File: src/rtl/deal_pkg.sv
// deal_pkg: shared definitions for the baccarat deal controller.
//   deal_state_t  - sequencing states of the controller FSM
//   NATURAL_MIN   - two-card score at or above which the hand ends (natural)
//   STAND_MIN     - score at or above which a hand stands on two cards
//   FACE_MIN      - raw card code at or above which the card counts as zero
//   card_value()  - raw card code (0..13) to baccarat point value
package deal_pkg;

  typedef enum logic [3:0] {
    S_P1,
    S_D1,
    S_P2,
    S_D2,
    S_CHK,
    S_P3,
    S_BCHK,
    S_D3,
    S_DONE
  } deal_state_t;

  localparam logic [3:0] NATURAL_MIN = 4'd8;
  localparam logic [3:0] STAND_MIN   = 4'd6;
  localparam logic [3:0] FACE_MIN    = 4'd10;

  // Tens and face cards (codes 10..13) are worth zero points.
  function automatic logic [3:0] card_value(input logic [3:0] raw);
    return (raw >= FACE_MIN) ? 4'd0 : raw;
  endfunction

endpackage

File: src/rtl/deal_controller_banker_rule.sv
// banker_rule: combinational banker third-card decision.
//   dscore [3:0] in  - banker two-card score
//   pcard3 [3:0] in  - raw player third card code (0..13)
//   draw         out - 1 when the banker takes a third card
// Banker scores of 7 and above (and out-of-range values) always stand.
module banker_rule
  import deal_pkg::*;
(
  input  logic [3:0] dscore,
  input  logic [3:0] pcard3,
  output logic       draw
);

  logic [3:0] v;

  always_comb begin
    v    = card_value(pcard3);
    draw = 1'b0;
    case (dscore)
      4'd0, 4'd1, 4'd2: draw = 1'b1;
      4'd3:             draw = (v != 4'd8);
      4'd4:             draw = (v >= 4'd2) && (v <= 4'd7);
      4'd5:             draw = (v >= 4'd4) && (v <= 4'd7);
      4'd6:             draw = (v >= 4'd6) && (v <= 4'd7);
      default:          draw = 1'b0;
    endcase
  end

endmodule

File: src/rtl/deal_controller.sv
// deal_controller: sequencing FSM for one baccarat hand.
//   slow_clock      in  - clock; the datapath loads cards on the same edge
//   resetb          in  - synchronous active-high reset
//   pscore_out[3:0] in  - player score from the datapath
//   dscore_out[3:0] in  - dealer score from the datapath
//   pcard3_out[3:0] in  - raw player third card (0 = none)
//   deal_hold       in  - freezes dealing (only when DEAL_HOLD_EN is defined)
//   load_pcard1..3  out - player card load strobes (one-hot, one cycle)
//   load_dcard1..3  out - dealer card load strobes (one-hot, one cycle)
//   player_win      out - player won or tied, valid in S_DONE only
//   dealer_win      out - dealer won or tied, valid in S_DONE only
//   state_dbg       out - current FSM state for observation
// Build option: define DEAL_HOLD_EN to add the deal_hold input.
module deal_controller
  import deal_pkg::*;
(
  input  logic        slow_clock,
  input  logic        resetb,
  input  logic [3:0]  pscore_out,
  input  logic [3:0]  dscore_out,
  input  logic [3:0]  pcard3_out,
`ifdef DEAL_HOLD_EN
  input  logic        deal_hold,
`endif
  output logic        load_pcard1,
  output logic        load_pcard2,
  output logic        load_pcard3,
  output logic        load_dcard1,
  output logic        load_dcard2,
  output logic        load_dcard3,
  output logic        player_win,
  output logic        dealer_win,
  output deal_state_t state_dbg
);

  deal_state_t state;
  deal_state_t next_state;
  logic        hold;
  logic        banker_draw;

`ifdef DEAL_HOLD_EN
  assign hold = deal_hold;
`else
  assign hold = 1'b0;
`endif

  banker_rule u_banker_rule (
    .dscore (dscore_out),
    .pcard3 (pcard3_out),
    .draw   (banker_draw)
  );

  always_comb begin
    next_state = state;
    case (state)
      S_P1:   next_state = S_D1;
      S_D1:   next_state = S_P2;
      S_P2:   next_state = S_D2;
      S_D2:   next_state = S_CHK;
      S_CHK: begin
        if ((pscore_out >= NATURAL_MIN) || (dscore_out >= NATURAL_MIN))
          next_state = S_DONE;
        else if (pscore_out < STAND_MIN)
          next_state = S_P3;
        else if (dscore_out < STAND_MIN)
          next_state = S_D3;
        else
          next_state = S_DONE;
      end
      S_P3:   next_state = S_BCHK;
      S_BCHK: next_state = banker_draw ? S_D3 : S_DONE;
      S_D3:   next_state = S_DONE;
      S_DONE: next_state = S_DONE;
      default: next_state = S_P1;
    endcase
  end

  // Reset wins over hold; a held state simply repeats, so its strobe
  // reappears once the hold drops.
  always_ff @(posedge slow_clock) begin
    if (resetb)
      state <= S_P1;
    else if (!hold)
      state <= next_state;
  end

  assign load_pcard1 = (state == S_P1) && !hold;
  assign load_dcard1 = (state == S_D1) && !hold;
  assign load_pcard2 = (state == S_P2) && !hold;
  assign load_dcard2 = (state == S_D2) && !hold;
  assign load_pcard3 = (state == S_P3) && !hold;
  assign load_dcard3 = (state == S_D3) && !hold;

  // No loads happen in S_DONE, so the scores (and these flags) are stable.
  assign player_win = (state == S_DONE) && (pscore_out >= dscore_out);
  assign dealer_win = (state == S_DONE) && (dscore_out >= pscore_out);

  assign state_dbg = state;

endmodule
File: config.mk
export PLATFORM = sky130hd
export DESIGN_NAME = deal_controller
export DESIGN_NICKNAME = d
export VERILOG_FILES = /design/src/rtl/deal_pkg.sv /design/src/rtl/deal_controller_banker_rule.sv /design/src/rtl/deal_controller.sv
export SDC_FILE = /design/constraint.sdc
export NUM_CORES = 1
export LEC_CHECK = 0
export BUFFER_PORTS_ARGS = -buffer_cell sky130_fd_sc_hd__buf_2
export CORE_AREA = 2 2 39 41
export CTS_BUF_LIST = sky130_fd_sc_hd__clkbuf_4
export CTS_CLUSTER_DIAMETER = 40
export CTS_CLUSTER_SIZE = 24
export DETAILED_ROUTE_END_ITERATION = 10
export DIE_AREA = 0 0 41 43
export PLACE_DENSITY = 0.65
export SLEW_MARGIN = 15
export SYNTH_ARGS = -nofsm -noshare
export SYNTH_HDL_FRONTEND = slang
export SYNTH_SLANG_ARGS = --single-unit
File: constraint.sdc
create_clock -name slow_clock -period 3.06 [get_ports slow_clock]
set_input_delay 0.153 -clock slow_clock [delete_from_list [all_inputs] [get_ports slow_clock]]
set_output_delay 0.153 -clock slow_clock [all_outputs]
set_load 0.05 [all_outputs]
== Yosys cells after proc, flatten, opt, wreduce, memory -nomap -nowiden ==
Index checks and enable logic that the tools add are counted.
Storage, ports and cells
  bits in registers: 4
  bits in latches: 0
  bits in writable memories: 0
  ROM bits: 0
  bits of input ports: 14
  output and inout port bits: 12
  memories: 0
Operators by class
  add/subtract/negate cells: 0
  $mul: 0
  divide/modulo/power cells: 0
  magnitude comparators: 11
  eq/ne operators: 15
  shifts and indexed selects: 0
  multiplexer cells: 7
  bitwise logic cells: 0
  reduce and logical (&&, ||, !) cells: 10
Operators by type and width (number)
  $pmux W4 S8: 1
  $eq A4 B3 Y1 const B: 7
  $mux W4: 5
  $eq A4 B2 Y1 const B: 4
  $ge A4 B4 Y1 const B: 3
  $eq A4 B1 Y1 const B: 2
  $ge A4 B3 Y1 const B: 2
  $ge A4 B4 Y1: 2
  $logic_not A4 Y1: 2
  $lt A4 B3 Y1 const B: 2
  $logic_and A1 B1 Y1: 5
  $pmux W1 S5: 1
  $eq A4 B4 Y1 const B: 1
  $ge A4 B2 Y1 const B: 1
  $le A4 B3 Y1 const B: 1
  $ne A4 B4 Y1 const B: 1
  $reduce_or A3 Y1: 1
  $reduce_or A2 Y1: 1
  $logic_or A1 B1 Y1: 1

== Depth between registers and ports, before layout ==
Gate-level depths: netlist of the first run.
  depth in word-level cells: 7
  gate-level depth with buffers: 6

== Cells and area by module ==
From an unflattened synthesis of the first run, not the netlist that was laid out.
Second synthesis, totals
  cells, all modules: 69
  area, all modules: 524.3 um^2
Modules (own cells, without submodules)
  deal_controller: instances 1, cells an instance 62, area each 459.2 um^2
  banker_rule: instances 1, cells an instance 7, area each 65.1 um^2

== Worst setup path after synthesis of the first run ==
OpenSTA, ideal clock, no wires.
  path kind: reg2out
  from: register state[1] (netlist: state_dbg[1])
  to: output port player_win
  arrival time: 2.244 ns
  required time: 2.907 ns
  path slack: 0.663 ns
  cell stages (with the launch flop): 5
  path buffers: 0
  cell sequence: dfxtp_1 or2_4 nor3b_2 nand2b_1 o21ai_0
Between the ends
  cells in the longest elaborated chain, start to end: 2
Ends and longest elaborated chain
  from (decl): RTL line deal_controller.sv:36  | deal_state_t state;
  from (signal assigned): RTL line deal_controller.sv:84  | state <= next_state;
  $eq A4 B4 Y1: RTL line deal_controller.sv:95  | assign player_win = (state == S_DONE) && (pscore_out >= dscore_out);
  $logic_and A1 B1 Y1: RTL line deal_controller.sv:95
  to (decl): RTL line deal_controller.sv:31  | output logic player_win,
No other way between the ends.

== Worst setup path in the final report of the first run ==
  from: register state[0] (netlist: state_dbg[0])
  to: output port player_win
The elaborated chain is that of the path after synthesis.

==> metrics.yaml, run 1 <==
status: "finished, final reports clean"
initial_core_util_pct: 33.2
hold_viol: 0
dieWidth_um: 41
slew_viol_final: 0
rsz0062_at_grt: "no"
firstDrtPassIters: 3
area_growth_pct: 35.4
worst-path-stages: 5
critPathBufInv: 1
synth.distinct_cells: 31
die_height_um: 43
fin_nets: 109
syn_area_um2: 459
hold_start: "resetb"
startpoint_type: "flip-flop"
crit_family: "simple AND/OR/NAND/NOR gates"
antenna_found_initial: 0
hold_slack_ns: 0.151
synth_area_leader_cell: "dfxtp_1"
cts.sinks: 4
drive_gt1_share_pct: 37.1
setup_violations: 0
io_pins: 26
vias_per_cell: 5.27
fmax_ghz: 0.563
power_density_nw_per_um2: 387
fillers: 159
grt_pass1_vias: 446
clk_latency_ns: 0.24
reg2regPathDepth: 3
async_flop_share_pct: 0
synth-main-ff-cell: "dfxtp_1"
vias: 553
finClkSkew_ns: 0.00321
cts_buffers: 3
dp.cells: 102
path_cells: "or2_4 -> nor3b_2 -> nand2b_1 -> o21ai_0 -> buf_2"
hold_depth: 2
grt_pass1_wl_mm: 1.75
crit_fanout: 8
stdcell_area_um2: 622
synth_commonest_cells: "inv_1, nand2_1, nand3_1, nor2_1, nor3_1"
setup_ws_ns: 1.28
peakVddDrop_uv: 173
hpwlAfterDp_um: 928
pre_cts_slack_ns: 1.44
critPathMaxStageDelay_ns: 0.37
rr_startpoint: "state_dbg[2]"
finalCriticalPeriod_ns: 1.78
utilization_pct: 44.9
ctsResizeCount: 0
gp_congestion: 0.780
path_clk_slew_ns: 0.04
post_layout_nonfiller_instances: 105
largest_reg_flops: 4
setup_tns_ns: 0
slew_headroom_pct: 69.5
wl_per_cell_um: 10.8
cp.required_ns: 2.91
postPlaceCellArea_um2: 599
grt_overflow: 0
coreArea_um2: 1380
cp-end-kind: "primary output"
dieArea_um2: 1760
grtUsageTotal_pct: 13.7
synth_edf_count: 0
post-cts-setup-buffers: 0
clock_path_buffers: 2
cts_hold_buf: 0
arrival_ns: 1.62
worst_pin_slew_ns: 0.457
ant_nets: 0
drt_iter0_drc: 9
power_leakage_nw: 0.325
yosys-top-cells-area: "dfxtp_1, ha_1, nand3_1"
htreeDepth: 1
drt_drc_violations_left: 0
wl_mm: 1.13
finalPower_uw: 240
slowest_stage: "dfxtp_1"
syn_inst: 62
antenna-diode-count: 0
root_buffer: "clkbuf_4"
worstHoldPathType: "in -> reg"
drv_cap: 0
avgSynthCellArea_um2: 7.41
synth_top_area_share_pct: 17.4
portBuffers: 25
synth-seq-cells: 4
syn-num-nets: 80
yosysSeqAreaShare_pct: 17.4
yosys_warnings: 0
worstSetupPathType: "reg -> out"
timing.final.crit_share_pct: 58.0
grt_max_degree: 12
startpoint: "state_dbg[0]"
row_count: 14
cts_tree: "built"
-- layout make-up --
type / count / area, µm² / share of cell area (%)
multi-input combinational: 52 / 355 / 57.1
timing repair buffer: 25 / 125 / 20.1
sequential: 4 / 80.1 / 12.9
clock buffer: 3 / 22.5 / 3.62
tap: 16 / 20.0 / 3.22
inverter: 5 / 18.8 / 3.02
-- path summary, 6_finish.rpt --
| kind | endpoint | slack [ns] |
|---|---|---|
| worst max-delay path | player_win | 1.28 |
| worst min-delay path | state_dbg[3] | 0.15 |
| worst max register to register | state_dbg[2] | 1.66 |
| worst min register to register | state_dbg[2] | 0.58 |
-- where the power goes --
group          switching (mW)  leakage (nW)  internal, mW
sequential            0.00892        0.0328        0.0568
combinational          0.0732         0.278        0.0362
clock                  0.0215        0.0138        0.0438
-- routing by layer --
metal  share of wire, %  vias up  global-route usage [%]
met2                 49       13                    21.9
met5                  0        -                       0
met3                5.0        0                    4.71
li1                   -      283                       -
met4                  0        0                    2.00
met1                 46      257                    17.6
-- layout by cell type, fill, tap and decap left out, types with 2 or more instances in the layout --
master / n
nand2b_1: 2
o21a_1: 2
nand3_1: 5
nor3_1: 5
nand2_1: 5
nor2_1: 5
buf_2: 25
dfxtp_1: 4
clkbuf_4: 3
a21oi_1: 3
inv_1: 5
nor2b_1: 2
ha_1: 4
-- worst reg2reg max path, cell delays in order (launching register included) --
cell	delay [ns]
dfxtp_1	0.59
nand2b_4	0.13
or4_4	0.53
nand3_1	0.09
-- logic make-up after synthesis --
| family | Yosys count | share of synthesized area, % |
|---|---|---|
| AND/OR/NAND/NOR | 34 | 44.4 |
| AO/OA/AOI/OAI | 13 | 20.2 |
| buffers and inverters | 6 | 5.18 |
| adder cells (fa/ha/maj) | 4 | 10.9 |
| flip-flops | 4 | 17.4 |
| XOR/XNOR | 1 | 1.91 |
Note: power is estimated with default switching activity, not from simulation.
==> run 2, diff against run 1 <==
--- a/config.mk
+++ b/config.mk
@@ -5,6 +5,7 @@
 export SDC_FILE = /design/constraint.sdc
 export NUM_CORES = 1
 export LEC_CHECK = 0
+export ABC_AREA = 1
 export BUFFER_PORTS_ARGS = -buffer_cell sky130_fd_sc_hd__buf_2
 export CORE_AREA = 2 2 39 41
 export CTS_BUF_LIST = sky130_fd_sc_hd__clkbuf_4
@@ -12,7 +13,7 @@
 export CTS_CLUSTER_SIZE = 24
 export DETAILED_ROUTE_END_ITERATION = 10
 export DIE_AREA = 0 0 41 43
-export PLACE_DENSITY = 0.65
+export PLACE_DENSITY = 0.67
 export SLEW_MARGIN = 15
 export SYNTH_ARGS = -nofsm -noshare
 export SYNTH_HDL_FRONTEND = slang
==> constraint.sdc (replaced) <==
create_clock -name slow_clock -period 1.8 [get_ports slow_clock]
set_input_delay 0.09 -clock slow_clock [delete_from_list [all_inputs] [get_ports slow_clock]]
set_output_delay 0.09 -clock slow_clock [all_outputs]
set_load 0.05 [all_outputs]
==> run 2 against run 1 <==
  * Cell count rose by 26%
  * Combinational power is 94% higher
  * Core utilization up 2.7 points
  * Sequential share of layout area is 0.73 points lower
  * Sequential power up 74%
  * Clock power up 67%
  * Via count is 6.1% higher
  * Power increased by 81%
  * Final area rose by 6.0%
  * Critical path type unchanged
  * Highest routed layer unchanged
==> metrics.yaml, run 2 <==
setup_violations: 0  # unchanged
portBuffers: 25  # unchanged
reg2regPathDepth: 7  # +4
async_flop_share_pct: 0  # unchanged
hold_slack_ns: 0.0439  # -0.107 ns
utilization_pct: 47.6  # +2.7 points
hold_viol: 0  # unchanged
worstSetupPathType: "reg -> out"
fmax_ghz: 0.661
rsz0062_at_grt: "no"
syn_inst: 88  # +42%
clk_latency_ns: 0.23  # about the same
grt_pass1_wl_mm: 2.00  # +15%
synth_commonest_cells: "inv_1, nand2_1, nor2_1"
startpoint_type: "flip-flop"
worstHoldPathType: "in -> reg"
row_count: 14  # unchanged
clock_path_buffers: 2  # unchanged
synth.distinct_cells: 14  # -55%
synth_area_leader_cell: "dfxtp_1"
hpwlAfterDp_um: 972  # +4.7%
vias_per_cell: 4.45  # -16%
hold_depth: 2  # unchanged
synth_top_area_share_pct: 16.7  # -0.77 points
root_buffer: "clkbuf_4"
wl_per_cell_um: 8.83  # -18%
ant_nets: 0  # unchanged
final_cell_mix: "buf_2, inv_1, nand2_1"
synth-seq-cells: 4  # unchanged
initial_core_util_pct: 34.7  # +1.5 points
grtUsageTotal_pct: 15.8  # +2.0 points
crit_end: "dealer_win"
dieWidth_um: 41  # unchanged
drt_drc_violations_left: 0  # unchanged
cts.sinks: 4  # unchanged
drt_iter0_drc: 2  # -7
finalCriticalPeriod_ns: 1.51
synth_edf_count: 0  # unchanged
fillers: 159  # unchanged
grt_max_degree: 8  # -4
status: "finished, final reports clean"
power_leakage_nw: 0.452  # +39%
slew_viol_final: 0  # unchanged
setup_tns_ns: 0  # unchanged
antenna-diode-count: 0  # unchanged
grt_overflow: 0  # unchanged
timing.rr.end: "state_dbg[1]"
peakVddDrop_uv: 470  # +170%
wl_mm: 1.17  # +3.0%
coreArea_um2: 1380  # unchanged
post-cts-setup-buffers: 0  # unchanged
post_layout_nonfiller_instances: 132  # +26%
largest_reg_flops: 4  # unchanged
antenna_found_initial: 0  # unchanged
startpoint: "state_dbg[1]"
worst_pin_slew_ns: 0.365  # -0.0926 ns
power_density_nw_per_um2: 658  # +70%
arrival_ns: 1.42  # -0.20 ns
cts_buffers: 3  # unchanged
cts_tree: "built"
die_height_um: 43  # unchanged
firstDrtPassIters: 2  # -1
timing.final.crit_share_pct: 84.1
drive_gt1_share_pct: 30.2  # -6.9 points
synth-main-ff-cell: "dfxtp_1"
path_clk_slew_ns: 0.04  # about the same
avgSynthCellArea_um2: 5.46  # -26%
dieArea_um2: 1760  # unchanged
cp-end-kind: "primary output"
grt_pass1_vias: 531  # +19%
dp.cells: 129  # +26%
slowest_stage: "dfxtp_1"
area_growth_pct: 37.2
finClkSkew_ns: 0.00197  # -0.00124 ns
ctsResizeCount: 0  # unchanged
layout_commonest_cell: "buf_2"
cts_hold_buf: 0  # unchanged
yosysSeqAreaShare_pct: 16.7  # -0.77 points
vias: 587  # +6.1%
fin_nets: 136  # +25%
yosys_warnings: 0  # unchanged
syn_area_um2: 480  # +4.6%
gp_congestion: 0.836  # +7.2%
crit_fanout: 7  # -1
rr_startpoint: "state_dbg[1]"
r2r_slack_ns: 0.61  # -1.05 ns
htreeDepth: 1  # unchanged
slew_headroom_pct: 75.7  # +6.2 points
syn-num-nets: 106  # +33%
yosys-top-cells-area: "dfxtp_1, inv_1, nand2_1"
path_cells: "nor2_1 -> nand2_1 -> o21bai_1 -> inv_1 -> buf_2"
cp.required_ns: 1.71  # -1.20 ns
drv_cap: 0  # unchanged
io_pins: 26  # unchanged
yosysMostFrequentCell: "inv_1"
critPathMaxStageDelay_ns: 0.41  # +0.04 ns
## run 2: cell count changes after synthesis, sizes merged, moves of 2 or more
cell    before  now
a21oi        3    7
inv          5   23
nand2        5   20
nand2b       3    0
nand3        5    8
nor2         5   14
nor2b        2    0
o21a         2    0
o21ai        1    3
or4          2    0
## run 2: critical path: cells and delay by family (launching register included)
family          cells  cell delay (ns)
compound gates      1             0.16
simple gates        2             0.33
buf+inv             2             0.30
flops               1             0.41
## run 2: area by class of cell
type / instances / area [µm²] / share of cell area, %
Sequential cell: 4 / 80.1 / 12.1
Tap cell: 16 / 20.0 / 3.04
Clock buffer: 3 / 22.5 / 3.42
Multi-Input combinational cell: 61 / 325 / 49.3
Timing Repair Buffer: 25 / 125 / 19.0
Inverter: 23 / 86.3 / 13.1
## run 2: per-layer routing
| layer | global-route usage [%] | vias up | routed length, µm |
|---|---|---|---|
| met5 | 0 | - | 0 |
| met1 | 19.7 | 236 | 512 |
| met3 | 2.09 | 0 | 99 |
| li1 | - | 330 | - |
| met4 | 6.00 | 0 | 0 |
| met2 | 25.9 | 21 | 553 |
## run 2: kinds of logic after synthesis
| group | Yosys count | synth area share (%) |
|---|---|---|
| adder cells (fa/ha/maj) | 4 | 10.4 |
| AND/OR/NAND/NOR | 46 | 43.0 |
| AO/OA/AOI/OAI | 11 | 12.0 |
| flip-flops | 4 | 16.7 |
| buffers and inverters | 23 | 18.0 |
## run 2: metrics by stage
stage | instance area [µm²] | total power [mW] | worst slack, ns
2_1_floorplan | 492 | 0.274 | 0.0213
3_3_place_gp | 637 | 0.326 | 0.536
3_5_place_dp | 637 | 0.327 | 0.532
4_1_cts | 659 | 0.440 | 0.281
5_1_grt | 659 | 0.470 | 0.184
6_report | 659 | 0.434 | 0.286
## run 2: power by group
part / internal (mW) / switching (mW) / total [mW]
logic: 0.0599 / 0.151 / 0.211
clock network: 0.0744 / 0.0345 / 0.109
registers: 0.0972 / 0.0167 / 0.114
## run 2: worst min-delay path by stage
stage	start	end	slack (ns)
after CTS	resetb	state_dbg[1]	0.04
after floorplan	resetb	state_dbg[1]	0.16
after global routing	resetb	state_dbg[1]	0.05
after global placement	resetb	state_dbg[1]	0.28
final	resetb	state_dbg[1]	0.04
after detailed placement	resetb	state_dbg[1]	0.28
==> run 3, diff against run 2 <==
--- a/config.mk
+++ b/config.mk
@@ -5,7 +5,7 @@
 export SDC_FILE = /design/constraint.sdc
 export NUM_CORES = 1
 export LEC_CHECK = 0
-export ABC_AREA = 1
+export ABC_AREA = 0
 export BUFFER_PORTS_ARGS = -buffer_cell sky130_fd_sc_hd__buf_2
 export CORE_AREA = 2 2 39 41
 export CTS_BUF_LIST = sky130_fd_sc_hd__clkbuf_4
@@ -13,7 +13,7 @@
 export CTS_CLUSTER_SIZE = 24
 export DETAILED_ROUTE_END_ITERATION = 10
 export DIE_AREA = 0 0 41 43
-export PLACE_DENSITY = 0.67
+export PLACE_DENSITY = 0.68
 export SLEW_MARGIN = 15
 export SYNTH_ARGS = -nofsm -noshare
 export SYNTH_HDL_FRONTEND = slang
==> constraint.sdc (replaced) <==
create_clock -name slow_clock -period 1.2 [get_ports slow_clock]
set_input_delay 0.06 -clock slow_clock [delete_from_list [all_inputs] [get_ports slow_clock]]
set_output_delay 0.06 -clock slow_clock [all_outputs]
set_load 0.05 [all_outputs]
==> run 3 against run 2 <==
  * The run now ends with negative setup slack left
  * Sequential power up 35%
  * Hold slack better by 0.014 ns
  * Routed wire length grew 67%
  * Critical path type unchanged
  * Largest power group unchanged
  * Highest routed layer is now met4
==> metrics.yaml, run 3 (synthesized netlist as in run 1, its figures left out) <==
worstHoldPathType: "in -> reg"
setup_violations: 12  # +12
drive_gt1_share_pct: 73.6  # +43 points
p_sw_share_pct: 41.4  # -5.3 points
grt_overflow: 0  # unchanged
vias: 700  # +19%
wl_per_cell_um: 14.2  # +61%
p_sw_uw: 379  # +87%
setup_tns_ns: -2.83  # -2.83 ns
arrival_ns: 1.54  # +0.12 ns
gp_congestion: 0.741  # -11%
power_density_nw_per_um2: 802  # +22%
power_frac_clock_pct: 18.7  # -6.4 points
slowest_stage: "dfxtp_4"
grt_max_degree: 8  # unchanged
cts_buffers: 3  # unchanged
antenna-diode-count: 0  # unchanged
initial_core_util_pct: 33.2  # -1.5 points
cts_hold_buf: 0  # unchanged
multi_input_area_um2: 509  # +57%
slew_headroom_pct: 72.6  # -3.1 points
layout_commonest_cell: "buf_4"
rsz0062_at_grt: "yes"
pre_cts_slack_ns: -0.340  # -0.873 ns
drv_cap: 0  # unchanged
cts_tree: "built"
root_buffer: "clkbuf_4"
startpoint_type: "flip-flop"
area_growth_pct: 149
wl_mm: 1.95  # +67%
clk_latency_ns: 0.24  # about the same
hold_viol: 0  # unchanged
coreArea_um2: 1380  # unchanged
grt_pass1_vias: 622  # +17%
finClkSkew_ns: 0.00876  # +0.00679 ns
die_height_um: 43  # unchanged
clock_path_buffers: 2  # unchanged
cp-end-kind: "primary output"
path_cells: "buf_4 -> buf_6 -> or2b_1 -> buf_6 -> nor3_4 -> buf_6"
hpwlAfterDp_mm: 1.14  # +18%
fmax_ghz: 0.623
fillers: 88  # -45%
worst_pin_slew_ns: 0.405  # +0.0403 ns
crit_fanout: 5  # -2
violations: "negative setup slack"
slew_viol_final: 0  # unchanged
power_leakage_nw: 0.543  # +20%
grt_pass1_wl_mm: 2.48  # +24%
htreeDepth: 1  # unchanged
comb_power_share_pct: 64.4  # +16 points
antenna_found_initial: 0  # unchanged
crit_family: "buffers and inverters"
portBuffers: 25  # unchanged
row_count: 14  # unchanged
dieArea_um2: 1760  # unchanged
path_clk_slew_ns: 0.04  # about the same
largest_reg_flops: 4  # unchanged
io_pins: 26  # unchanged
critPathMaxStageDelay_ns: 0.33  # -0.08 ns
critPathBufInv: 4  # +2
firstDrtPassIters: 4  # +2
grtUsageTotal_pct: 20.3  # +4.5 points
finalCriticalPeriod_ns: 1.60
power.internal_uw: 537  # +130%
final_cell_mix: "buf_4, buf_2, buf_6"
sequentialPowerShare_pct: 16.9  # -9.4 points
vias_per_cell: 5.11  # +15%
status: "complete, but fails checks"
worst_path_most_repeated_cell: "buf_6"
ant_nets: 0  # unchanged
r2r_slack_ns: -0.34  # -0.95 ns
cts.sinks: 4  # unchanged
peakVddDrop_uv: 470  # about the same
setup_ws_ns: -0.404  # -0.690 ns
fin_nets: 141  # +3.7%
worstSetupPathType: "reg -> out"
cp.required_ns: 1.14  # -0.57 ns
utilization_pct: 82.5  # +35 points
drt_iter0_drc: 13  # +11
timing.final.crit_share_pct: 134
drt_drc_violations_left: 0  # unchanged
final-seq-area_um2: 95.1  # +19%
dieWidth_um: 41  # unchanged
finalPower_uw: 916  # +110%
run 3: path summary, 6_finish.rpt:
| check | depth (start not counted) | end | from |
|---|---|---|---|
| worst min-delay path | 2 | state_dbg[3] | resetb |
| worst min register to register | 3 | state_dbg[2] | state_dbg[3] |
| worst max-delay path | 6 | load_pcard2 | state_dbg[0] |
| worst max register to register | 7 | state_dbg[1] | state_dbg[0] |
run 3: what timing repair did:
item / CTS / global route
resized for setup: 34 / 16
setup endpoints to repair: 12 / 12
cloned: 0 / 0
pin swaps: 9 / 11
setup buffers: 4 / 12
run 3: power groups by stage:
stage | registers [mW] | logic (mW) | clock network, mW
finish | 0.154 | 0.591 | 0.171
global route | 0.155 | 0.625 | 0.188
CTS | 0.154 | 0.459 | 0.180
detailed placement | 0.155 | 0.377 | 0
global placement | 0.154 | 0.371 | 0
floorplan | 0.200 | 0.202 | 0
run 3: area by class of cell:
class	instances	share of cell area, %
clock buffer	3	1.97
inverter	5	1.86
sequential	4	8.32
multi-input combinational	52	44.6
timing repair buffer	57	41.5
tap	16	1.75
run 3: through the flow:
step	std cells	hold WS, ns	cell area [µm²]
finish	137	0.0581	1140
global route	137	0.0726	1140
CTS	126	0.0293	992
detailed placement	119	0.273	813
global placement	119	0.269	813
floorplan	62	0.119	556
run 3: per-layer routing:
metal | wire [µm] | GRT usage (%)
met5 | 0 | 0
met4 | 26 | 8.00
met3 | 66 | 3.14
met2 | 1120 | 36.6
met1 | 729 | 21.5
